==> src/rtl/tft_timing_pkg.sv <==
// Default 480x272 panel timing, counter width and colour-bar table for the TFT raster generator.
// The colour-bar table is only consumed when TFT_TEST_PATTERN_EN is defined.
package tft_timing_pkg;

  localparam int DEF_CW       = 10;
  localparam int DEF_H_ACTIVE = 480;
  localparam int DEF_H_SYNC   = 41;
  localparam int DEF_H_BACK   = 2;
  localparam int DEF_H_FRONT  = 2;
  localparam int DEF_V_ACTIVE = 272;
  localparam int DEF_V_SYNC   = 10;
  localparam int DEF_V_BACK   = 2;
  localparam int DEF_V_FRONT  = 2;

  function automatic int axis_total(input int active, input int sync,
                                    input int back, input int front);
    return active + sync + back + front;
  endfunction

  function automatic int h_total();
    return axis_total(DEF_H_ACTIVE, DEF_H_SYNC, DEF_H_BACK, DEF_H_FRONT);
  endfunction

  function automatic int v_total();
    return axis_total(DEF_V_ACTIVE, DEF_V_SYNC, DEF_V_BACK, DEF_V_FRONT);
  endfunction

  // {R,G,B} per bar, left to right: white, yellow, cyan, green, magenta, red, blue, black
  localparam logic [23:0] BAR_RGB [0:7] = '{
    24'hFFFFFF, 24'hFFFF00, 24'h00FFFF, 24'h00FF00,
    24'hFF00FF, 24'hFF0000, 24'h0000FF, 24'h000000
  };

endpackage

==> src/rtl/tft_timing_gen_if.sv <==
// Timing bus between the raster generator (master) and the LCD/BRAM controller (slave).
// R/G/B exist only when TFT_TEST_PATTERN_EN is defined.
interface tft_timing_gen_if
  import tft_timing_pkg::*;
#(
  parameter int CW = DEF_CW
);

  logic          pix_en;
  logic [CW-1:0] H_COUNT;
  logic [CW-1:0] V_COUNT;
  logic          Hsync;
  logic          Vsync;
  logic          DE;
  logic [CW-1:0] px_x;
  logic [CW-1:0] px_y;
  logic          frame_start;

`ifdef TFT_TEST_PATTERN_EN
  logic [7:0]    R;
  logic [7:0]    G;
  logic [7:0]    B;

  modport master (input pix_en, output H_COUNT, V_COUNT, Hsync, Vsync, DE,
                  px_x, px_y, frame_start, R, G, B);
  modport slave  (output pix_en, input H_COUNT, V_COUNT, Hsync, Vsync, DE,
                  px_x, px_y, frame_start, R, G, B);
`else
  modport master (input pix_en, output H_COUNT, V_COUNT, Hsync, Vsync, DE,
                  px_x, px_y, frame_start);
  modport slave  (output pix_en, input H_COUNT, V_COUNT, Hsync, Vsync, DE,
                  px_x, px_y, frame_start);
`endif

endinterface

==> src/rtl/tft_axis_counter.sv <==
// One raster axis: wrapping position counter ordered sync, back porch, active, front porch.
// Sync is registered here; active/coord are next-state decodes so the parent registers them in step.
module tft_axis_counter
  import tft_timing_pkg::*;
#(
  parameter int ACTIVE = DEF_H_ACTIVE,
  parameter int SYNC   = DEF_H_SYNC,
  parameter int BACK   = DEF_H_BACK,
  parameter int FRONT  = DEF_H_FRONT,
  parameter int CW     = DEF_CW
) (
  input  logic          clk_i,
  input  logic          rst_ni,
  input  logic          adv_i,
  output logic [CW-1:0] count_o,
  output logic          wrap_o,
  output logic          sync_n_o,
  output logic          active_d_o,
  output logic [CW-1:0] coord_d_o
);

  localparam int TOTAL = axis_total(ACTIVE, SYNC, BACK, FRONT);

  if (TOTAL > (1 << CW)) begin : g_width_fail
    $error("tft_axis_counter: total %0d does not fit in %0d bits", TOTAL, CW);
  end

  localparam logic [CW-1:0] LAST     = CW'(TOTAL - 1);
  localparam logic [CW-1:0] SYNC_END = CW'(SYNC);
  localparam logic [CW-1:0] ACT_LO   = CW'(SYNC + BACK);
  localparam logic [CW-1:0] ACT_HI   = CW'(SYNC + BACK + ACTIVE - 1);

  logic [CW-1:0] count_q, count_d;
  logic          sync_n_q, sync_n_d;

  always_comb begin
    wrap_o  = adv_i && (count_q == LAST);
    count_d = count_q;
    if (wrap_o) begin
      count_d = '0;
    end else if (adv_i) begin
      count_d = count_q + CW'(1);
    end
  end

  // Decodes are taken from the next count so they land on the same edge as the count itself
  always_comb begin
    sync_n_d   = (count_d >= SYNC_END);
    active_d_o = (count_d >= ACT_LO) && (count_d <= ACT_HI);
    coord_d_o  = active_d_o ? (count_d - ACT_LO) : '0;
  end

  always_ff @(posedge clk_i) begin
    if (!rst_ni) begin
      count_q  <= LAST;
      sync_n_q <= 1'b1;
    end else begin
      count_q  <= count_d;
      sync_n_q <= sync_n_d;
    end
  end

  assign count_o  = count_q;
  assign sync_n_o = sync_n_q;

endmodule

==> src/rtl/tft_timing_gen.sv <==
// Raster timing generator for the TFT-LCD path: counts, syncs, DE and active-area coordinates.
// Define TFT_TEST_PATTERN_EN to add registered eight-bar R/G/B colour outputs.
module tft_timing_gen
  import tft_timing_pkg::*;
#(
  parameter int H_ACTIVE = DEF_H_ACTIVE,
  parameter int H_SYNC   = DEF_H_SYNC,
  parameter int H_BACK   = DEF_H_BACK,
  parameter int H_FRONT  = DEF_H_FRONT,
  parameter int V_ACTIVE = DEF_V_ACTIVE,
  parameter int V_SYNC   = DEF_V_SYNC,
  parameter int V_BACK   = DEF_V_BACK,
  parameter int V_FRONT  = DEF_V_FRONT,
  parameter int CW       = DEF_CW
) (
  input  logic             CLK,
  input  logic             nRESET,
  tft_timing_gen_if.master bus
);

  logic          h_wrap, h_sync_n, h_act_d;
  logic          v_wrap, v_sync_n, v_act_d;
  logic [CW-1:0] h_cnt, h_coord_d, v_cnt, v_coord_d;

  tft_axis_counter #(
    .ACTIVE(H_ACTIVE), .SYNC(H_SYNC), .BACK(H_BACK), .FRONT(H_FRONT), .CW(CW)
  ) u_h_axis (
    .clk_i(CLK), .rst_ni(nRESET), .adv_i(bus.pix_en),
    .count_o(h_cnt), .wrap_o(h_wrap), .sync_n_o(h_sync_n),
    .active_d_o(h_act_d), .coord_d_o(h_coord_d)
  );

  tft_axis_counter #(
    .ACTIVE(V_ACTIVE), .SYNC(V_SYNC), .BACK(V_BACK), .FRONT(V_FRONT), .CW(CW)
  ) u_v_axis (
    .clk_i(CLK), .rst_ni(nRESET), .adv_i(h_wrap),
    .count_o(v_cnt), .wrap_o(v_wrap), .sync_n_o(v_sync_n),
    .active_d_o(v_act_d), .coord_d_o(v_coord_d)
  );

  logic          de_q, de_d;
  logic [CW-1:0] px_x_q, px_x_d, px_y_q, px_y_d;
  logic          fs_q;

  always_comb begin
    de_d   = h_act_d && v_act_d;
    px_x_d = de_d ? h_coord_d : '0;
    px_y_d = de_d ? v_coord_d : '0;
  end

  // A vertical wrap is exactly the advance that lands on (0,0), and it is never set while holding
  always_ff @(posedge CLK) begin
    if (!nRESET) begin
      de_q   <= 1'b0;
      px_x_q <= '0;
      px_y_q <= '0;
      fs_q   <= 1'b0;
    end else begin
      de_q   <= de_d;
      px_x_q <= px_x_d;
      px_y_q <= px_y_d;
      fs_q   <= v_wrap;
    end
  end

  assign bus.H_COUNT     = h_cnt;
  assign bus.V_COUNT     = v_cnt;
  assign bus.Hsync       = h_sync_n;
  assign bus.Vsync       = v_sync_n;
  assign bus.DE          = de_q;
  assign bus.px_x        = px_x_q;
  assign bus.px_y        = px_y_q;
  assign bus.frame_start = fs_q;

`ifdef TFT_TEST_PATTERN_EN
  localparam int BAR_W = H_ACTIVE / 8;

  logic [2:0]  bar_idx;
  logic [23:0] rgb_q, rgb_d;

  always_comb begin
    bar_idx = 3'(px_x_d / CW'(BAR_W));
    rgb_d   = de_d ? BAR_RGB[bar_idx] : 24'h000000;
  end

  always_ff @(posedge CLK) begin
    if (!nRESET) begin
      rgb_q <= 24'h000000;
    end else begin
      rgb_q <= rgb_d;
    end
  end

  assign bus.R = rgb_q[23:16];
  assign bus.G = rgb_q[15:8];
  assign bus.B = rgb_q[7:0];
`endif

endmodule

==> src/flat_wrapper.sv <==
// flat-port wrapper written by rule: the top's interface ports become plain ports
module tft_timing_gen_flat import tft_timing_pkg::*;
#(
  parameter int H_ACTIVE = DEF_H_ACTIVE,
  parameter int H_SYNC   = DEF_H_SYNC,
  parameter int H_BACK   = DEF_H_BACK,
  parameter int H_FRONT  = DEF_H_FRONT,
  parameter int V_ACTIVE = DEF_V_ACTIVE,
  parameter int V_SYNC   = DEF_V_SYNC,
  parameter int V_BACK   = DEF_V_BACK,
  parameter int V_FRONT  = DEF_V_FRONT,
  parameter int CW       = DEF_CW
)
  (CLK, nRESET, bus_pix_en, bus_H_COUNT, bus_V_COUNT, bus_Hsync, bus_Vsync, bus_DE, bus_px_x, bus_px_y, bus_frame_start);
  tft_timing_gen_if #(.CW(CW)) bus_i ();
  input  logic CLK;
  input  logic nRESET;
  input wire logic [$bits(bus_i.pix_en)-1:0] bus_pix_en;
  output wire logic [$bits(bus_i.H_COUNT)-1:0] bus_H_COUNT;
  output wire logic [$bits(bus_i.V_COUNT)-1:0] bus_V_COUNT;
  output wire logic [$bits(bus_i.Hsync)-1:0] bus_Hsync;
  output wire logic [$bits(bus_i.Vsync)-1:0] bus_Vsync;
  output wire logic [$bits(bus_i.DE)-1:0] bus_DE;
  output wire logic [$bits(bus_i.px_x)-1:0] bus_px_x;
  output wire logic [$bits(bus_i.px_y)-1:0] bus_px_y;
  output wire logic [$bits(bus_i.frame_start)-1:0] bus_frame_start;
  assign bus_i.pix_en = bus_pix_en;
  assign bus_H_COUNT = bus_i.H_COUNT;
  assign bus_V_COUNT = bus_i.V_COUNT;
  assign bus_Hsync = bus_i.Hsync;
  assign bus_Vsync = bus_i.Vsync;
  assign bus_DE = bus_i.DE;
  assign bus_px_x = bus_i.px_x;
  assign bus_px_y = bus_i.px_y;
  assign bus_frame_start = bus_i.frame_start;
  tft_timing_gen #(.H_ACTIVE(H_ACTIVE), .H_SYNC(H_SYNC), .H_BACK(H_BACK), .H_FRONT(H_FRONT), .V_ACTIVE(V_ACTIVE), .V_SYNC(V_SYNC), .V_BACK(V_BACK), .V_FRONT(V_FRONT), .CW(CW)) u_core (.CLK(CLK), .nRESET(nRESET), .bus(bus_i));
endmodule
==> config.mk <==
export PLATFORM = sky130hd
export DESIGN_NAME = tft_timing_gen_flat
export DESIGN_NICKNAME = d
export VERILOG_FILES = /design/src/rtl/tft_timing_pkg.sv /design/src/rtl/tft_timing_gen_if.sv /design/src/rtl/tft_axis_counter.sv /design/src/rtl/tft_timing_gen.sv /design/src/flat_wrapper.sv
export SDC_FILE = /design/constraint.sdc
export NUM_CORES = 1
export LEC_CHECK = 0
export ABC_AREA = 1
export ABC_CLOCK_PERIOD_IN_PS = 3100
export CAP_MARGIN = 40
export CELL_PAD_IN_SITES_DETAIL_PLACEMENT = 1
export CELL_PAD_IN_SITES_GLOBAL_PLACEMENT = 1
export CORE_ASPECT_RATIO = 2
export CORE_MARGIN = 2
export CORE_UTILIZATION = 40
export DETAILED_ROUTE_END_ITERATION = 16
export GPL_TIMING_DRIVEN = 0
export PLACE_DENSITY_LB_ADDON = 0.1
export SYNTH_ARGS = -nofsm -noshare
export SYNTH_HDL_FRONTEND = slang
export SYNTH_SLANG_ARGS = --single-unit
==> constraint.sdc <==
create_clock -name CLK -period 3.1 [get_ports CLK]
set_input_delay 0.62 -clock CLK [delete_from_list [all_inputs] [get_ports CLK]]
set_output_delay 0.62 -clock CLK [all_outputs]
set_load 0.05 [all_outputs]
==> reports/results.ini <==
[status]
status = finished, final reports clean

[final_layout]
drive_above_1_share_pct = 14.2
nFillCells = 912
final_util_pct = 51.8
antenna_cells = 0
final_nets = 465
final_cell_mix = 120 x nand2_1, 53 x inv_1, 47 x nor2_1, 45 x clkdlybuf4s50_1, 44 x dfxtp_1
final_common_cell = nand2_1
seq_area_um2 = 881
area_delta_synth_final_pct = 26.6
multi_input_comb_area_um2 = 1540

[place]
gp_congestion = 0.868
dp_hpwl_mm = 5.85
port_buffers = 46
dp_slack_ns = -0.0945

[critical_path]
cp_slowest_stage_delay_ns = 0.40
critPathLaunchType = register
cp_max_fo = 10
endpoint_kind = register
required_ns = 3.32
arrival_ns = 2.81
path_common_cell = nand2_1
crit_chain = inv_1, ha_1, nand2_1, inv_2, nand2_2, nor2_4, nand2_4, nand2_1, inv_1, ha_1, nand2_1, nor2_1, nor2_1, nor2_2, nand3_2, buf_6, nor2_2
critPathKind = register to register
worstRegToRegCells = 17
cpMaxStageDelayCell = dfxtp_1

[logic_synthesis]
ys_types = 26
synth_area_per_cell_um2 = 6.68
syn-num-nets = 412
ys_ff_latch = 44
synth_top_area_share_pct = 33.0
synth.area.top_cells = dfxtp_1 33%, nand2_1 17%, inv_1 7.5%, nor2_1 6.8%, nand3_1 5.4%
synth.yosys.seq_area_share_pct = 33.0
yosys_warnings = 0
synth_top_area_cell = dfxtp_1
syn_inst = 399
syn_area_um2 = 2670

[power_and_ir_drop]
total_power_mw = 2.63
power.leakage_nw = 1.67
ir_drop_mv = 0.513
p_per_area_nw_per_um2 = 780

[clocking]
cts_resized = 0
clock-root-buffer = clkbuf_16
clock_latency_ns = 0.28
numCtsBuffers = 5
clock_path_buffers = 2
cts.sink_count = 44
htree_levels = 2
path_clk_slew_ns = 0.06
postCtsSetupBuffers = 0
cts.hold.buffers_added = 0
cts_tree = built

[sta]
slew_violations = 0
holdWs_ns = 0.702
relSlewSlack_pct = 64.8
setup_ws_ns = 0.516
rsz0062_at_grt = no
finalHoldViolations = 0
max_freq_ghz = 0.387
fin_crit_sh_pct = 83.3
min_period_ns = 2.58
worst_pin_slew_ns = 0.527
finalSetupViolCount = 0
finClkSkew_ns = 0.00442

[global_routing]
grt_first_pass_wirelength_mm = 12.4
first_global_vias = 2673
grtUsageTotal_pct = 22.2
grt_max_degree = 13
antenna_found_initial = 0
grt.overflow.total = 0

[floorplanning]
io_pins = 47
die_y_um = 119
dieWidth_um = 61.7
rows = 42
core_area_um2 = 6520
start_util_pct = 40.9
dieArea_um2 = 7370

[drt]
avgRoutedWirePerCell_um = 13.8
via_count = 2627
drc_errors = 0
drt-pass1-iter-count = 4
avgViaCountPerCell = 4.86
ant_nets = 0
drtIter0Drc = 99
wirelength_mm = 7.46

[worst_hold_path]
min_path_type = register to register
min_path_cells = 4

[job]
maxCapViolCount = 0

==> sequential cells by signal, indices dropped and copies added (netlist names) <==
signal                    flops
u_core.u_h_axis.sync_n_o      1
u_core.bus.frame_start        1
u_core.u_v_axis.sync_n_o      1
u_core.u_v_axis.count_o      10
u_core.bus.DE                 1
u_core.bus.px_y              10
u_core.bus.px_x              10
u_core.u_h_axis.count_o      10
==> final timing paths <==
kind / end / from / slack, ns
min reg2reg: u_core.u_h_axis.count_o[7]$_SDFF_PN0_ / u_core.u_h_axis.count_o[7]$_SDFF_PN0_ / 0.70
max reg2reg: u_core.bus.px_x[3]$_SDFF_PN0_ / u_core.u_h_axis.count_o[0]$_SDFF_PN0_ / 0.52
min: u_core.u_h_axis.count_o[7]$_SDFF_PN0_ / u_core.u_h_axis.count_o[7]$_SDFF_PN0_ / 0.70
max: u_core.bus.px_x[3]$_SDFF_PN0_ / u_core.u_h_axis.count_o[0]$_SDFF_PN0_ / 0.52
==> cells in the mapped netlist <==
cell,count
nor2_4,8
nand2_1,120
clkbuf_1,2
nand3b_1,1
nor3_1,1
inv_2,5
xnor2_1,4
nor2_1,48
nand4_1,11
nor2_2,23
and2_1,1
inv_1,53
nor2_8,1
a21oi_1,5
nand3_1,29
nand3_2,4
o21ai_0,7
o21bai_1,2
ha_1,10
dfxtp_1,44
nand2_4,3
buf_6,2
o21ai_1,1
nand3_4,1
nand2_2,10
xor2_1,3
==> through the flow <==
step	setup TNS (ns)	instances	instance area (µm²)
floorplan	0	399	2670
global route	0	540	3380
CTS	0	540	3370
finish	0	540	3380
detailed placement	-1.67	533	3240
global placement	-1.19	533	3240
==> cell type report <==
cell class	instances	share of cell area, %
tap	88	3.26
clock buffer	6	3.82
sequential	44	26.1
inverter	58	6.45
clock inverter	1	0.148
multi-input combinational	293	45.6
buffer	4	0.890
timing repair buffer	46	13.7
==> critical path, delay by kind of cell (launching register included) <==
| kind | cells | cell delay [ns] |
|---|---|---|
| adders and majority gates | 2 | 0.45 |
| buffers and inverters | 4 | 0.46 |
| DFF | 1 | 0.40 |
| and+or+nand+nor | 11 | 1.21 |
==> per-layer routing <==
metal  global-route usage, %  part of all wire (%)  up-vias
met2                    36.5                    52       47
met4                    10.6                   3.5        0
met3                    3.37                   2.7       17
li1                        -                     -     1330
met1                    27.0                    42     1233
met5                       0                     0        -
==> power breakdown <==
group | internal (mW) | switching (mW) | leakage, nW | total (mW)
Combinational | 0.423 | 0.983 | 1.25 | 1.41
Clock | 0.292 | 0.196 | 0.0667 | 0.488
Sequential | 0.667 | 0.0718 | 0.359 | 0.739
==> logic make-up (layout without fill, tap and decap cells) <==
family | count (synthesis) | in the layout | synth area share, %
xor+xnor | 7 | 7 | 2.30
simple gates | 261 | 261 | 47.7
flops | 44 | 44 | 33.0
fa+ha+maj | 10 | 10 | 4.69
compound gates | 15 | 15 | 3.00
buf+inv | 62 | 115 | 9.29
No activity file was read; power rests on OpenSTA's default activity.
